**src/rtl/pinwheel_lsu_pkg.sv**
```systemverilog
// pinwheel_lsu_pkg: shared types for the pinwheel load/store unit.
// Size and state enums, byte-mask constants and the byte-mask helper.
package pinwheel_lsu_pkg;

  typedef enum logic [1:0] {
    SIZE_B   = 2'd0,
    SIZE_H   = 2'd1,
    SIZE_W   = 2'd2,
    SIZE_RSV = 2'd3
  } size_e;

  typedef enum logic [2:0] {
    IDLE  = 3'd0,
    LD    = 3'd1,
    LD_LO = 3'd2,
    LD_HI = 3'd3,
    ST_HI = 3'd4
  } state_e;

  localparam logic [7:0] BM_B = 8'h01;
  localparam logic [7:0] BM_H = 8'h03;
  localparam logic [7:0] BM_W = 8'h0F;

  // Lane mask across two adjacent words; bits 7:4 are the next word.
  function automatic logic [7:0] byte_mask(
    input size_e      s,
    input logic [1:0] off
  );
    logic [7:0] m;
    case (s)
      SIZE_B:  m = BM_B;
      SIZE_H:  m = BM_H;
      SIZE_W:  m = BM_W;
      default: m = 8'h00;
    endcase
    return m << off;
  endfunction

endpackage

```
**src/rtl/lsu_load_align.sv**
```systemverilog
// lsu_load_align: shifts a 64-bit load window by the byte offset and
// truncates/extends to the access size. Ports: i_win, i_off, i_size,
// i_signed in; o_data out. Purely combinational.
module lsu_load_align
  import pinwheel_lsu_pkg::*;
(
  input  logic [63:0] i_win,
  input  logic [1:0]  i_off,
  input  size_e       i_size,
  input  logic        i_signed,
  output logic [31:0] o_data
);

  logic [31:0] w_sh;

  assign w_sh = 32'(i_win >> {i_off, 3'b000});

  always_comb begin
    o_data = '0;
    unique case (i_size)
      SIZE_B:   o_data = {{24{i_signed & w_sh[7]}}, w_sh[7:0]};
      SIZE_H:   o_data = {{16{i_signed & w_sh[15]}}, w_sh[15:0]};
      SIZE_W:   o_data = w_sh;
      SIZE_RSV: o_data = '0;
    endcase
  end

endmodule

```
**src/rtl/pinwheel_lsu.sv**
```systemverilog
// pinwheel_lsu: CPU request -> word RAM load/store unit with byte masks.
// Ports: req_* handshake in, rsp_* pulse out, mem_* RAM side.
// LSU_MISALIGNED_EN: split word-crossing accesses; otherwise they fault.
module pinwheel_lsu
  import pinwheel_lsu_pkg::*;
#(
  parameter int ADDR_BITS = 10
) (
  input  logic                 clock,
  input  logic                 reset_n,
  input  logic                 req_valid,
  output logic                 req_ready,
  input  logic [ADDR_BITS-1:0] req_addr,
  input  logic                 req_wr,
  input  logic [1:0]           req_size,
  input  logic                 req_signed,
  input  logic [31:0]          req_wdata,
  output logic                 rsp_valid,
  output logic [31:0]          rsp_data,
  output logic                 rsp_fault,
  output logic [ADDR_BITS-3:0] mem_raddr,
  input  logic [31:0]          mem_rdata,
  output logic [ADDR_BITS-3:0] mem_waddr,
  output logic [31:0]          mem_wdata,
  output logic [3:0]           mem_wmask,
  output logic                 mem_wren
);

  localparam int AW = ADDR_BITS - 2;

  state_e               r_state;
  logic [ADDR_BITS-1:0] r_addr;
  size_e                r_size;
  logic                 r_signed;
  logic                 r_rsp_valid;
  logic [31:0]          r_rsp_data;
  logic                 r_rsp_fault;

  size_e       w_size;
  logic [1:0]  w_off;
  logic [AW-1:0] w_w;
  logic [AW-1:0] w_rw;
  logic [7:0]  w_bm;
  logic        w_mis;
  logic        w_fault;
  logic [31:0] w_wlo;
  logic [63:0] w_win;
  logic [31:0] w_ldata;

`ifdef LSU_MISALIGNED_EN
  logic [31:0] r_whi;
  logic [3:0]  r_mhi;
  logic [31:0] r_lo;
  logic [63:0] w_wide;
`endif

  assign w_size = size_e'(req_size);
  assign w_off  = req_addr[1:0];
  assign w_w    = req_addr[ADDR_BITS-1:2];
  assign w_rw   = r_addr[ADDR_BITS-1:2];
  assign w_bm   = byte_mask(w_size, w_off);
  assign w_mis  = |w_bm[7:4];

`ifdef LSU_MISALIGNED_EN
  assign w_fault = (w_size == SIZE_RSV);
  // Upper half of the shifted store data is the second-word payload.
  assign w_wide  = {32'b0, req_wdata} << {w_off, 3'b000};
  assign w_wlo   = w_wide[31:0];
  assign w_win   = (r_state == LD_HI) ? {mem_rdata, r_lo}
                                      : {32'b0, mem_rdata};
`else
  assign w_fault = (w_size == SIZE_RSV) | w_mis;
  assign w_wlo   = req_wdata << {w_off, 3'b000};
  assign w_win   = {32'b0, mem_rdata};
`endif

  assign req_ready = (r_state == IDLE);
  assign rsp_valid = r_rsp_valid;
  assign rsp_data  = r_rsp_data;
  assign rsp_fault = r_rsp_fault;

  lsu_load_align u_align (
    .i_win    (w_win),
    .i_off    (r_addr[1:0]),
    .i_size   (r_size),
    .i_signed (r_signed),
    .o_data   (w_ldata)
  );

  always_comb begin
    mem_raddr = w_w;
    mem_waddr = w_w;
    mem_wdata = w_wlo;
    mem_wmask = w_bm[3:0];
    mem_wren  = 1'b0;
    case (r_state)
      IDLE: mem_wren = req_valid & req_wr & ~w_fault;
`ifdef LSU_MISALIGNED_EN
      LD_LO: mem_raddr = w_rw + AW'(1);
      ST_HI: begin
        mem_waddr = w_rw + AW'(1);
        mem_wdata = r_whi;
        mem_wmask = r_mhi;
        mem_wren  = 1'b1;
      end
`endif
      default: begin
        mem_raddr = w_rw;
        mem_waddr = w_rw;
      end
    endcase
  end

  always_ff @(posedge clock or negedge reset_n) begin
    if (!reset_n) begin
      r_state     <= IDLE;
      r_addr      <= '0;
      r_size      <= SIZE_B;
      r_signed    <= 1'b0;
      r_rsp_valid <= 1'b0;
      r_rsp_data  <= '0;
      r_rsp_fault <= 1'b0;
`ifdef LSU_MISALIGNED_EN
      r_whi       <= '0;
      r_mhi       <= '0;
      r_lo        <= '0;
`endif
    end else begin
      r_rsp_valid <= 1'b0;
      r_rsp_data  <= '0;
      r_rsp_fault <= 1'b0;
      case (r_state)
        IDLE: begin
          if (req_valid) begin
            r_addr   <= req_addr;
            r_size   <= w_size;
            r_signed <= req_signed;
`ifdef LSU_MISALIGNED_EN
            r_whi    <= w_wide[63:32];
            r_mhi    <= w_bm[7:4];
`endif
            if (w_fault) begin
              r_rsp_valid <= 1'b1;
              r_rsp_fault <= 1'b1;
            end else if (req_wr) begin
`ifdef LSU_MISALIGNED_EN
              if (w_mis) r_state <= ST_HI;
              else r_rsp_valid <= 1'b1;
`else
              r_rsp_valid <= 1'b1;
`endif
            end else begin
`ifdef LSU_MISALIGNED_EN
              if (w_mis) r_state <= LD_LO;
              else r_state <= LD;
`else
              r_state <= LD;
`endif
            end
          end
        end
        LD: begin
          r_rsp_valid <= 1'b1;
          r_rsp_data  <= w_ldata;
          r_state     <= IDLE;
        end
`ifdef LSU_MISALIGNED_EN
        LD_LO: begin
          r_lo    <= mem_rdata;
          r_state <= LD_HI;
        end
        LD_HI: begin
          r_rsp_valid <= 1'b1;
          r_rsp_data  <= w_ldata;
          r_state     <= IDLE;
        end
        ST_HI: begin
          r_rsp_valid <= 1'b1;
          r_state     <= IDLE;
        end
`endif
        default: r_state <= IDLE;
      endcase
    end
  end

endmodule

```
**config.mk**
```make
export PLATFORM = sky130hd
export DESIGN_NAME = pinwheel_lsu
export DESIGN_NICKNAME = d
export VERILOG_FILES = /design/src/rtl/pinwheel_lsu_pkg.sv /design/src/rtl/lsu_load_align.sv /design/src/rtl/pinwheel_lsu.sv
export SDC_FILE = /design/constraint.sdc
export NUM_CORES = 1
export LEC_CHECK = 0
export ABC_AREA = 1
export CAP_MARGIN = 30
export CORE_MARGIN = 2
export CORE_UTILIZATION = 35
export DETAILED_ROUTE_END_ITERATION = 16
export GPL_ROUTABILITY_DRIVEN = 0
export GPL_TIMING_DRIVEN = 0
export PLACE_DENSITY = 0.8
export SLEW_MARGIN = 10
export SYNTH_ARGS = -nofsm -noshare
export SYNTH_HDL_FRONTEND = slang
export SYNTH_SLANG_ARGS = --single-unit
```
**constraint.sdc**
```tcl
create_clock -name clock -period 2.3 [get_ports clock]
set_clock_uncertainty 0.15 [all_clocks]
set_input_delay 0.46 -clock clock [delete_from_list [all_inputs] [get_ports clock]]
set_output_delay 0.46 -clock clock [all_outputs]
set_load 0.05 [all_outputs]
```
# Yosys cells after proc, flatten, opt, wreduce, memory -nomap -nowiden
# Cells that the tools add are included.
[word_totals]
ff_bits = 50
elab_cells = 48
out_inout_bits = 88
inputBits = 81
[op_classes]
shift = 3
n_mux = 16
n_eq_ne = 10
n_reduce_logical = 6
n_bitwise = 6
[op_table]
columns = ["op", "count"]
rows = [
  ["$pmux W32 S4", 1],
  ["$mux W32", 1],
  ["$shl A32 B5 Y32", 1],
  ["$shr A32 B5 Y32", 1],
  ["$mux W3", 4],
  ["$pmux W4 S3", 1],
  ["$eq A2 B2 Y1 const B", 4],
  ["$mux W8", 1],
  ["$shl A8 B2 Y8", 1],
  ["$mux W1", 7],
  ["$ne A2 B2 Y1 const B", 3],
  ["$and A1 B1 Y1", 4],
  ["$eq A2 B1 Y1 const B", 2],
  ["$logic_not A2 Y1", 2],
  ["$reduce_or A4 Y1", 1],
  ["$eq A3 B1 Y1 const B", 1],
  ["$logic_not A3 Y1", 1],
  ["$reduce_and A3 Y1", 1],
  ["$pmux W1 S2", 1],
  ["$reduce_and A2 Y1", 1],
  ["$not A1 Y1", 1],
  ["$or A1 B1 Y1", 1],
]

# Longest topological paths before layout
# Gate-level depths: netlist of run 1.
[logic_depth]
ltp_word = 8
mapped_depth = 8
depth_no_buf = 7

# Modules after synthesis
# Synthesis of run 1 repeated with hierarchy kept, for this count alone.
[hier_totals]
hier_cells = 620
area_unflattened_um2 = 3951.3
[by_module_without_submodules]
columns = ["mod", "cells_each", "seq_area_each_um2", "area_each_um2", "n_inst"]
rows = [
  ["pinwheel_lsu", 317, 1201.2, 2489.9, 1],
  ["lsu_load_align", 303, 0.0, 1461.4, 1],
]

# Worst setup path after synthesis of run 1
# Ideal clock, no wire load.
[synth_path]
path_type = "input -> output"
from = "in req_size[0]"
to = "out mem_wren"
path_buffers = 0
stages = 6
path_slack_ns = -0.420
required_ns = 1.690
t_arrival_ns = 2.110
cell_sequence = "inv_1 > ha_1 > nand2_1 > o21ai_0 > o21ai_0 > nor3_1"
[synth_via]
elab_chain_cells = 8
word_cells_on_any_way = 11
classes_between = "eq/ne: 3; shift: 1; mux: 2; bitwise: 3; reduce/logical: 2"
[synth_lines]
columns = ["item", "line", "text"]
rows = [
  ["start, declared", "pinwheel_lsu.sv:15", "input logic [1:0] req_size,"],
  ["$eq A2 B2 Y1, or another cell as far along", "pinwheel_lsu_pkg.sv:30", "case (s)"],
  ["$pmux W4 S3", "pinwheel_lsu_pkg.sv:30", ""],
  ["$shl A8 B2 Y8", "pinwheel_lsu_pkg.sv:36", "return m << off;"],
  ["$reduce_or A4 Y1", "pinwheel_lsu.sv:62", "assign w_mis = |w_bm[7:4];"],
  ["$or A1 B1 Y1 (*)", "pinwheel_lsu.sv:72", "assign w_fault = (w_size == SIZE_RSV) | w_mis;"],
  ["$not A1 Y1 (*)", "pinwheel_lsu.sv:97", "IDLE: mem_wren = req_valid & req_wr & ~w_fault;"],
  ["$and A1 B1 Y1 (*)", "pinwheel_lsu.sv:97", ""],
  ["$mux W1 (*)", "pinwheel_lsu.sv:96", "case (r_state)"],
  ["end, declared", "pinwheel_lsu.sv:26", "output logic mem_wren"],
]
# Every way passes the cells marked *; elsewhere a longest branch is shown, timed or not.

# Worst setup path in the final report of run 1
[layout_path]
from = "reg r_state[0]"
to = "out req_ready"
[layout_via]
elab_chain_cells = 1
[layout_lines]
columns = ["item", "line", "text"]
rows = [
  ["start, declared", "pinwheel_lsu.sv:31", "state_e r_state;"],
  ["start signal, assigned", "pinwheel_lsu.sv:116", "r_state <= IDLE;"],
  ["start signal, assigned", "pinwheel_lsu.sv:157", "r_state <= LD;"],
  ["start signal, assigned", "pinwheel_lsu.sv:165", "r_state <= IDLE;"],
  ["$logic_not A3 Y1", "pinwheel_lsu.sv:77", "assign req_ready = (r_state == IDLE);"],
  ["end, declared", "pinwheel_lsu.sv:12", "output logic req_ready,"],
]
# Every way passes these cells.

==> tab_implementation.tex, run 1 <==
\begin{tabular}{lr}
\hline
Metric & Value \\
\hline
\multicolumn{2}{l}{\textbf{Clocking}} \\
CTS sink cnt & 48 \\
Number of buffers added by the clock tree synthesis step & 5 \\
CTS tree & built \\
H-tree levels & 2 \\
CTS Buffer Depth & 2 \\
CTS root buffer & sky130\_fd\_sc\_hd\_\_clkbuf\_8 \\
Clock latency reported for the late side of the worst-skew pair & 310 ps \\
Register clock-pin slew on the reported worst setup and hold paths & 100 ps \\
\multicolumn{2}{l}{\textbf{Setup path}} \\
Data required, critical path & 1690 ps \\
Arrival time worst endpoint & 1660 ps \\
Worst setup path startpoint & r\_state[0]\$\_DFFE\_PN0P\_ \\
Type of the worst setup path & register to output pin \\
Minimum setup slack among reg-to-reg paths & 690 ps \\
Crit path capture & req\_ready \\
Critical path startpoint category & register \\
Reg-to-reg startpoint & r\_size[0]\$\_DFFE\_PN0P\_ \\
Endpoint of the worst register-to-register path & rsp\_data[14]\$\_DFF\_PN0\_ \\
Maximum fanout count along the critical path & 3 \\
Critical Path Sink Type & output pin \\
R2R depth & 5 \\
\multicolumn{2}{l}{\textbf{Global routing}} \\
Initial antenna violation count & 0 \\
Maximum number of pins on one net before global-route repair & 27 \\
Wire length of the first global-routing pass & 18,000 um \\
Sum of overflow across all layers after global routing & 0 \\
Number of global-route vias before repair & 3,978 \\
Global routing usage summed across all routing layers & 22.6\% \\
\multicolumn{2}{l}{\textbf{Yosys}} \\
Share of Yosys cell area claimed by the top area cell type & 38.0\% \\
Per-instance average area after synthesis & 6.83 sq um \\
Yosys top cell by area & sky130\_fd\_sc\_hd\_\_dfrtp\_1 \\
Post-synth EDFFs & 0 \\
Share of synthesized area occupied by flip-flops and latches & 38.0\% \\
Count of state elements after synthesis & 48 \\
Cell with the most instances after synthesis & sky130\_fd\_sc\_hd\_\_nand2\_1 \\
Most frequently used flop master after synthesis & sky130\_fd\_sc\_hd\_\_dfrtp\_1 \\
Unique cell type count in the Yosys netlist & 27 \\
Ranking of synthesized cells by area & sky130\_fd\_sc\_hd\_\_dfrtp\_1 (38\%), sky130\_fd\_sc\_hd\_\_nand2\_1 (17\%), sky130\_fd\_sc\_hd\_\_nor2\_1 (8.2\%), sky130\_fd\_sc\_hd\_\_o21ai\_0 (7.1\%), sky130\_fd\_sc\_hd\_\_inv\_1 (4.2\%) \\
Count of synthesis-stage warnings from yosys & 0 \\
Post-synth net total & 548 \\
Summed instance area of the synthesized netlist & 0.00316 sq mm \\
Ranking of synthesized cells by instance count & sky130\_fd\_sc\_hd\_\_nand2\_1 (140), sky130\_fd\_sc\_hd\_\_nor2\_1 (69), sky130\_fd\_sc\_hd\_\_dfrtp\_1 (48) \\
Post-synthesis async set-or-reset flop share & 100\% \\
Gate count of the mapped netlist & 463 \\
\multicolumn{2}{l}{\textbf{Layout}} \\
Share of cells above drive strength 1 & 24.2\% \\
Final net count & 728 \\
Fillers & 809 \\
Post-layout utilization of the core & 59.3\% \\
Diodes inserted & 0 \\
Layout overhead on the synthesized area & 64.2\% \\
Final cell count without fillers & 752 \\
\multicolumn{2}{l}{\textbf{Floorplan}} \\
Overall die height & 99.1 um \\
Row cnt & 34 \\
Die Span X & 99.1 um \\
Overall die area & 0.00981 sq mm \\
I/O pins & 169 \\
Area of the core & 0.00876 sq mm \\
Initial standard-cell utilization of the core & 36.1\% \\
\multicolumn{2}{l}{\textbf{Routing}} \\
Total via count after detailed routing & 3,879 \\
First-pass DRT Iterations & 6 \\
Drt initial violations & 188 \\
Count of nets left with antenna violations after detail routing & 0 \\
Detailed-route wire length per cell & 14.9 um \\
Remaining routing DRC violations & 0 \\
Vias per Instance & 5.16 \\
Post-Route WL & 11,200 um \\
\multicolumn{2}{l}{\textbf{Timing}} \\
Tcrit/Tclk final & 98.5\% \\
Shortest period the worst path allows & 2270 ps \\
Transition time at the pin with the least slew margin & 554 ps \\
Highest clock rate & 441 MHz \\
Hold violation count in the final report & 0 \\
Max-slew violation count & 0 \\
Setup repair after global routing missed its margin & no \\
Final setup violation count & 0 \\
Worst slew margin relative to its limit & 63.1\% \\
\multicolumn{2}{l}{\textbf{Power and ir drop}} \\
Internal & 1.80 mW \\
Sequential Power Share & 31.1\% \\
Leakage component of the power & 2.54 nW \\
Combinational group share of total power & 44.1\% \\
Relative contribution of the clock network to total power & 24.8\% \\
Fraction of power spent switching nets & 39.6\% \\
Worst VDD drop & 0.354 mV \\
Total design power & 2.98 mW \\
Switching pwr & 1.18 mW \\
Areal power density over the cells & 573 mW/mm\^{}2 \\
\multicolumn{2}{l}{\textbf{Status}} \\
Status & finished, final reports clean \\
\multicolumn{2}{l}{\textbf{Placement}} \\
Post-DP HPWL & 8730 um \\
Number of port buffers & 167 \\
Count of placed standard cells including taps & 739 \\
\multicolumn{2}{l}{\textbf{Flow run}} \\
Number of violations of the max-capacitance limit & 0 \\
\multicolumn{2}{l}{\textbf{Hold path}} \\
Min-delay worst type & input pin to register \\
\hline
\end{tabular}
-- power groups by stage --
stage                     Combinational [mW]  Clock, mW  Sequential (mW)
after global placement                  1.28          0            0.940
after detailed placement                1.31          0            0.942
after CTS                               1.30      0.750            0.925
after global routing                    1.40      0.782            0.931
after floorplan                        0.740          0             1.03
final                                   1.31      0.738            0.926
-- routing by layer --
metal	wire length (um)	GRT usage, %
met1	4150	24.6
met4	423	8.43
met3	1000	5.46
met2	5640	42.0
met5	0	0
-- cell families (layout without fill, tap and decap cells) --
group                    Yosys count  after routing  synth area share (%)
AO/OA/AOI/OAI                     84             84                  14.7
adder cells (fa/ha/maj)            4              4                  1.58
buffers and inverters             72            253                  11.0
flip-flops                        48             48                  38.0
multiplexers                       1              1                 0.356
AND/OR/NAND/NOR                  254            254                  34.3
-- layout by cell type (no fill, tap or decap), types with 9 or more instances in the layout --
cell type                         netlist  routed
sky130_fd_sc_hd__o21ai_2                0      10
sky130_fd_sc_hd__nand2_1              140     139
sky130_fd_sc_hd__a21oi_1               15      15
sky130_fd_sc_hd__o21ai_0               45      34
sky130_fd_sc_hd__buf_6                  3      11
sky130_fd_sc_hd__nor2_1                69      69
sky130_fd_sc_hd__nor2_2                21      21
sky130_fd_sc_hd__clkdlybuf4s50_1        0     110
sky130_fd_sc_hd__buf_4                 10      29
sky130_fd_sc_hd__inv_1                 35      35
sky130_fd_sc_hd__dfrtp_1               48      48
sky130_fd_sc_hd__clkdlybuf4s15_2        0       9
sky130_fd_sc_hd__buf_2                 13      27
sky130_fd_sc_hd__clkbuf_4               0      11
sky130_fd_sc_hd__nand3_1               14      14
-- per-stage QoR --
step | worst slack [ps] | cell area [sq um] | setup TNS [ps] | hold WS (ps)
3_5_place_dp | -1190 | 5080 | -38160 | 326
2_1_floorplan | -134 | 3250 | -946 | 14.4
3_3_place_gp | -1180 | 5060 | -64470 | 317
4_1_cts | 3.04 | 5210 | 0 | 354
6_report | 34.3 | 5190 | 0 | 334
5_1_grt | 0.153 | 5190 | 0 | 351
-- worst max-delay path: stages (launching register included) --
cell,delay (ps)
sky130_fd_sc_hd__dfrtp_1,410
sky130_fd_sc_hd__inv_1,110
sky130_fd_sc_hd__clkdlybuf4s50_1,810
-- how the worst min path moves through the flow --
| stage | cells past startpoint | to | start |
|---|---|---|---|
| 6_report | 3 | r_size[0]$_DFFE_PN0P_ | req_size[0] |
| 5_1_grt | 3 | r_size[0]$_DFFE_PN0P_ | req_size[0] |
| 3_5_place_dp | 1 | rsp_data[24]$_DFF_PN0_ | reset_n |
| 3_3_place_gp | 2 | r_addr[4]$_DFFE_PN0P_ | r_addr[4]$_DFFE_PN0P_ |
| 2_1_floorplan | 0 | r_addr[0]$_DFFE_PN0P_ | reset_n |
| 4_1_cts | 2 | r_addr[9]$_DFFE_PN0P_ | r_addr[9]$_DFFE_PN0P_ |
-- final cells by class --
type	count	area, sq um	area share [%]
Multi-Input combinational cell	343	1730	33.3
Timing Repair Buffer	173	1600	30.8
Sequential cell	48	1200	23.1
Buffer	33	245	4.72
Inverter	39	149	2.87
Tap cell	108	135	2.60
Clock buffer	5	68.8	1.32
Clock inverter	3	68.8	1.32
-- registers in the layout (all words and copies together), names as in the netlist --
signal,flops
r_signed,1
rsp_valid,1
rsp_fault,1
rsp_data,32
r_state,1
r_size,2
r_addr,10
-- repair_timing --
| action | CTS | global route |
|---|---|---|
| hold buffers | 1 | 0 |
| setup buffers | 3 | 1 |
| setup endpoints to repair | 53 | 37 |
| resized for setup | 268 | 49 |
| pin swaps | 1 | 1 |
| hold endpoints to repair | 22 | 0 |
Note: power is estimated with default switching activity, not from simulation.
==> inputs of run 2 (changes only) <==
- MAX_ROUTING_LAYER: not set -> met4
- SLEW_MARGIN: 10 -> 20
==> run 2 against run 1 <==
Sequential power hardly changed; worst hold slack better by 1.4 ps; clock-buffer cell count unchanged; core utilization barely moved; die area unchanged; non-clock buffer count did not move; final cell count unchanged; critical path type unchanged; global-route usage is 0.63 points higher.
==> tab_implementation.tex, run 2 (synthesis gave the netlist of run 1 again) <==
\begin{tabular}{lr}
\hline
Metric & Value \\
\hline
\multicolumn{2}{l}{\textbf{Layout}} \\
Share of cells above drive strength 1 & 24.2\% \\
Most common cell after layout, fill and taps aside & sky130\_fd\_sc\_hd\_\_nand2\_1 \\
Diodes inserted & 0 \\
Layout overhead on the synthesized area & 64.1\% \\
Top library cells by usage in the layout, fill and taps aside & sky130\_fd\_sc\_hd\_\_nand2\_1 (139), sky130\_fd\_sc\_hd\_\_clkdlybuf4s50\_1 (110), sky130\_fd\_sc\_hd\_\_nor2\_1 (69), sky130\_fd\_sc\_hd\_\_dfrtp\_1 (48), sky130\_fd\_sc\_hd\_\_inv\_1 (35) \\
Final net count & 728 \\
Fillers & 811 \\
Final cell count without fillers & 752 \\
Max reg flops & 32 \\
\multicolumn{2}{l}{\textbf{Setup path}} \\
R2R depth & 7 \\
Data required, critical path & 1690 ps \\
Critical Path Sink Type & output pin \\
Cell at the slowest stage of the critical path & sky130\_fd\_sc\_hd\_\_clkdlybuf4s50\_1 \\
Type of the worst setup path & register to output pin \\
Reg-to-reg startpoint & r\_addr[0]\$\_DFFE\_PN0P\_ \\
Endpoint of the worst register-to-register path & rsp\_data[19]\$\_DFF\_PN0\_ \\
Series of cell instances along the critical path & inv\_1 -> clkdlybuf4s50\_1 \\
CP Buf/Inv Count & 2 \\
Critical path startpoint category & register \\
Maximum fanout count along the critical path & 3 \\
Kind of cell adding the most delay to the critical path & buffers and inverters \\
Arrival time worst endpoint & 1650 ps \\
Minimum setup slack among reg-to-reg paths & 720 ps \\
Crit path largest cell delay & 810 ps \\
\multicolumn{2}{l}{\textbf{Clocking}} \\
Register clock-pin slew on the reported worst setup and hold paths & 90 ps \\
CTS sink cnt & 48 \\
H-tree levels & 2 \\
CTS tree & built \\
Number of buffers added by the clock tree synthesis step & 5 \\
Clock latency reported for the late side of the worst-skew pair & 310 ps \\
CTS root buffer & sky130\_fd\_sc\_hd\_\_clkbuf\_8 \\
CTS Buffer Depth & 2 \\
\multicolumn{2}{l}{\textbf{Power and ir drop}} \\
Worst VDD drop & 0.355 mV \\
Areal power density over the cells & 574 mW/mm\^{}2 \\
Leakage component of the power & 2.54 nW \\
\multicolumn{2}{l}{\textbf{Flow run}} \\
Number of violations of the max-capacitance limit & 0 \\
\multicolumn{2}{l}{\textbf{Routing}} \\
Remaining routing DRC violations & 0 \\
Post-Route WL & 11,200 um \\
Vias per Instance & 5.15 \\
Count of nets left with antenna violations after detail routing & 0 \\
Total via count after detailed routing & 3,876 \\
Detailed-route wire length per cell & 14.9 um \\
Drt initial violations & 224 \\
First-pass DRT Iterations & 5 \\
\multicolumn{2}{l}{\textbf{Timing}} \\
Max-slew violation count & 0 \\
Transition time at the pin with the least slew margin & 564 ps \\
Worst slew margin relative to its limit & 62.4\% \\
Tcrit/Tclk final & 98.2\% \\
Hold violation count in the final report & 0 \\
Worst hold slack across all endpoints & 336 ps \\
Total negative setup slack & 0 ps \\
Final setup violation count & 0 \\
Highest clock rate & 443 MHz \\
Shortest period the worst path allows & 2260 ps \\
\multicolumn{2}{l}{\textbf{Placement}} \\
Number of port buffers & 167 \\
Post-DP HPWL & 8730 um \\
Count of placed standard cells including taps & 739 \\
\multicolumn{2}{l}{\textbf{Hold path}} \\
Min-Delay Path Depth & 3 \\
Worst hold path startpoint & req\_size[0] \\
Min-delay worst type & input pin to register \\
Endpoint with the worst hold slack & r\_size[0]\$\_DFFE\_PN0P\_ \\
\multicolumn{2}{l}{\textbf{Floorplan}} \\
Area of the core & 0.00876 sq mm \\
Overall die area & 0.00981 sq mm \\
I/O pins & 169 \\
Row cnt & 34 \\
Overall die height & 99.1 um \\
Initial standard-cell utilization of the core & 36.1\% \\
Die Span X & 99.1 um \\
\multicolumn{2}{l}{\textbf{Global routing}} \\
Initial antenna violation count & 0 \\
Global routing usage summed across all routing layers & 23.2\% \\
Maximum number of pins on one net before global-route repair & 27 \\
Sum of overflow across all layers after global routing & 0 \\
Wire length of the first global-routing pass & 18,000 um \\
Number of global-route vias before repair & 3,978 \\
\multicolumn{2}{l}{\textbf{Status}} \\
Status & finished, final reports clean \\
\hline
\end{tabular}
-- run 2: cell counts in the layout (fill, tap and decap cells not counted) --
Identical to the previous run, type by type.
-- run 2: power by group --
part           internal, mW  switching (mW)
clock                 0.438           0.302
combinational         0.466           0.847
sequential            0.895          0.0307
-- run 2: repair_timing --
action                                  4_1_cts  5_1_grt
gates resized for setup                     268       48
hold buffers                                  1        0
pin swaps                                     1        1
hold endpoints to repair                     22        0
endpoints found under the setup margin       53       37
setup buffers                                 3        1
-- run 2: worst max path at each step --
stage	start	cells after the start	end
2_1_floorplan	req_addr[0]	5	mem_wdata[17]
3_3_place_gp	req_addr[1]	6	mem_wdata[24]
3_5_place_dp	req_addr[1]	6	mem_wdata[24]
4_1_cts	req_wdata[7]	6	mem_wdata[15]
5_1_grt	r_state[0]$_DFFE_PN0P_	6	mem_waddr[0]
6_report	r_state[0]$_DFFE_PN0P_	2	req_ready
-- run 2: metrics by stage --
stage	power (mW)	cell area [sq um]	worst slack, ps	utilization, %
2_1_floorplan	1.77	3250	-134	-
3_3_place_gp	2.22	5060	-1180	57.7
3_5_place_dp	2.25	5080	-1190	58.0
4_1_cts	2.97	5210	3.04	59.4
5_1_grt	3.12	5190	-10.6	59.2
6_report	2.98	5190	42.1	59.2
-- run 2: cell type report --
class	instances	area (sq um)	area share [%]
multi-input cells	343	1730	33.3
repair buffers	173	1600	30.8
flip-flops and latches	48	1200	23.1
plain buffers	33	241	4.65
inverters	39	149	2.87
well taps	108	135	2.60
clock buffers	5	68.8	1.33
clock inverters	3	68.8	1.33
-- run 2: worst min-delay path: stages --
cell                       delay, ps
sky130_fd_sc_hd__clkbuf_2        110
sky130_fd_sc_hd__inv_1           100
sky130_fd_sc_hd__o21ai_0          90
-- run 2: per-layer routing --
| layer | routed length [um] | GRT usage, % | up-vias |
|---|---|---|---|
| li1 | - | - | 1819 |
| met1 | 4220 | 25.2 | 1769 |
| met2 | 5710 | 42.2 | 254 |
| met3 | 1000 | 4.33 | 34 |
| met4 | 302 | 8.11 | 0 |
| met5 | 0 | - | - |
==> inputs of run 3 (changes only) <==
- ABC_CLOCK_PERIOD_IN_PS: not set -> 2340
- clock period: 2.3 -> 2.34 ns (I/O delays scaled with it)
==> run 3 against run 2 <==
Sequential share of layout area is 0.28 points higher; clock-buffer cell count grew 1; largest power group unchanged; flip-flop and latch count did not move; clock power down 29%; critical path depth rose by 5; critical path type is now input pin to output pin.
==> tab_implementation.tex, run 3 (synthesis gave the netlist of run 1 again) <==
\begin{tabular}{lr}
\hline
Metric & Value \\
\hline
\multicolumn{2}{l}{\textbf{Routing}} \\
Vias per Instance & 5.05 \\
First-pass DRT Iterations & 4 \\
Drt initial violations & 225 \\
Count of nets left with antenna violations after detail routing & 0 \\
Post-Route WL & 11,100 um \\
Total via count after detailed routing & 3,782 \\
Remaining routing DRC violations & 0 \\
Detailed-route wire length per cell & 14.8 um \\
\multicolumn{2}{l}{\textbf{Floorplan}} \\
I/O pins & 169 \\
Row cnt & 34 \\
Overall die area & 0.00981 sq mm \\
Area of the core & 0.00876 sq mm \\
Overall die height & 99.1 um \\
Initial standard-cell utilization of the core & 36.1\% \\
Die Span X & 99.1 um \\
\multicolumn{2}{l}{\textbf{Clocking}} \\
Number of buffers added by the clock tree synthesis step & 5 \\
CTS root buffer & sky130\_fd\_sc\_hd\_\_clkbuf\_8 \\
H-tree levels & 2 \\
CTS Buffer Depth & 2 \\
Register clock-pin slew on the reported worst setup and hold paths & 90 ps \\
CTS tree & built \\
Clock latency reported for the late side of the worst-skew pair & 300 ps \\
CTS sink cnt & 48 \\
\multicolumn{2}{l}{\textbf{Setup path}} \\
Data required, critical path & 1720 ps \\
Critical Path Sink Type & output pin \\
Critical path startpoint category & input pin \\
Arrival time worst endpoint & 1680 ps \\
Type of the worst setup path & input pin to output pin \\
Maximum fanout count along the critical path & 10 \\
\multicolumn{2}{l}{\textbf{Timing}} \\
Final setup violation count & 0 \\
Tcrit/Tclk final & 98.1\% \\
Transition time at the pin with the least slew margin & 512 ps \\
Worst slew margin relative to its limit & 65.7\% \\
Shortest period the worst path allows & 2290 ps \\
Max-slew violation count & 0 \\
Hold violation count in the final report & 0 \\
Total negative setup slack & 0 ps \\
Highest clock rate & 436 MHz \\
Worst hold slack across all endpoints & 317 ps \\
PnR worst setup slack & 45.4 ps \\
\multicolumn{2}{l}{\textbf{Power and ir drop}} \\
Worst VDD drop & 0.281 mV \\
Areal power density over the cells & 529 mW/mm\^{}2 \\
Leakage component of the power & 2.53 nW \\
\multicolumn{2}{l}{\textbf{Layout}} \\
Most common cell after layout, fill and taps aside & sky130\_fd\_sc\_hd\_\_nand2\_1 \\
Top library cells by usage in the layout, fill and taps aside & sky130\_fd\_sc\_hd\_\_nand2\_1 (139), sky130\_fd\_sc\_hd\_\_clkdlybuf4s50\_1 (110), sky130\_fd\_sc\_hd\_\_nor2\_1 (69), sky130\_fd\_sc\_hd\_\_dfrtp\_1 (48), sky130\_fd\_sc\_hd\_\_o21ai\_0 (41) \\
Diodes inserted & 0 \\
Final net count & 725 \\
Post-layout utilization of the core & 58.5\% \\
Max reg flops & 32 \\
Share of cells above drive strength 1 & 22.9\% \\
Layout overhead on the synthesized area & 62.1\% \\
\multicolumn{2}{l}{\textbf{Status}} \\
Status & finished, final reports clean \\
\multicolumn{2}{l}{\textbf{Global routing}} \\
Initial antenna violation count & 0 \\
Wire length of the first global-routing pass & 17,800 um \\
Global routing usage summed across all routing layers & 23.0\% \\
Sum of overflow across all layers after global routing & 0 \\
Number of global-route vias before repair & 3,866 \\
Maximum number of pins on one net before global-route repair & 27 \\
\multicolumn{2}{l}{\textbf{Placement}} \\
Pre-CTS setup slack & -1150 ps \\
Number of port buffers & 167 \\
Post-DP HPWL & 8840 um \\
\multicolumn{2}{l}{\textbf{Flow run}} \\
Number of violations of the max-capacitance limit & 0 \\
\multicolumn{2}{l}{\textbf{Hold path}} \\
Min-delay worst type & input pin to register \\
\hline
\end{tabular}
## run 3: layout make-up
type                    instances  area, sq um
plain buffers                  33          231
clock buffers                   6         82.6
clock inverters                 2         13.8
fillers                       805         3630
inverters                      39          149
multi-input cells             343         1750
flip-flops and latches         48         1200
well taps                     108          135
repair buffers                170         1570
## run 3: per-stage QoR
step	area, sq um	total power [mW]	instances
after global routing	5130	2.85	749
after floorplan	3270	1.74	463
after global placement	5070	2.19	738
after detailed placement	5090	2.21	739
final	5130	2.71	749
after CTS	5150	2.71	749
## run 3: repair_timing
item / 4_1_cts / 5_1_grt
endpoints found under the hold margin: 14 / 0
resized for setup: 271 / 46
hold buffers: 1 / 0
pin swaps: 1 / 2
endpoints found under the setup margin: 53 / 32
setup buffers: 1 / 0
## run 3: per-layer routing
metal,up-vias,share of wire (%),global-route usage [%]
li1,1818,-,-
met1,1713,37,25.2
met2,225,51,41.9
met3,26,9.8,4.04
met4,0,2.3,7.59
met5,-,0,-
## run 3: worst max-delay path, stage by stage
cell	delay (ps)
sky130_fd_sc_hd__buf_2	150
sky130_fd_sc_hd__inv_1	120
sky130_fd_sc_hd__buf_4	200
sky130_fd_sc_hd__buf_4	190
sky130_fd_sc_hd__nand2_1	80
sky130_fd_sc_hd__a22oi_2	220
sky130_fd_sc_hd__buf_4	230
## run 3: power breakdown
part           leakage [nW]  internal [mW]  switching [mW]
clock                0.0516          0.242           0.283
sequential            0.638          0.880          0.0306
combinational          1.84          0.451           0.826
## run 3: path summary, 6_finish.rpt
| kind | from | to | slack (ps) | cells past startpoint |
|---|---|---|---|---|
| worst min-delay path | req_size[0] | r_size[0]$_DFFE_PN0P_ | 320 | 3 |
| worst max register to register | r_addr[0]$_DFFE_PN0P_ | rsp_data[17]$_DFF_PN0_ | 690 | 7 |
| worst max-delay path | req_addr[0] | mem_wdata[25] | 50 | 7 |
| max in group asynchronous | reset_n | rsp_data[31]$_DFF_PN0_ | 1020 | 3 |
| worst min register to register | r_addr[3]$_DFFE_PN0P_ | r_addr[3]$_DFFE_PN0P_ | 350 | 2 |
| min in group asynchronous | reset_n | rsp_data[18]$_DFF_PN0_ | 510 | 2 |
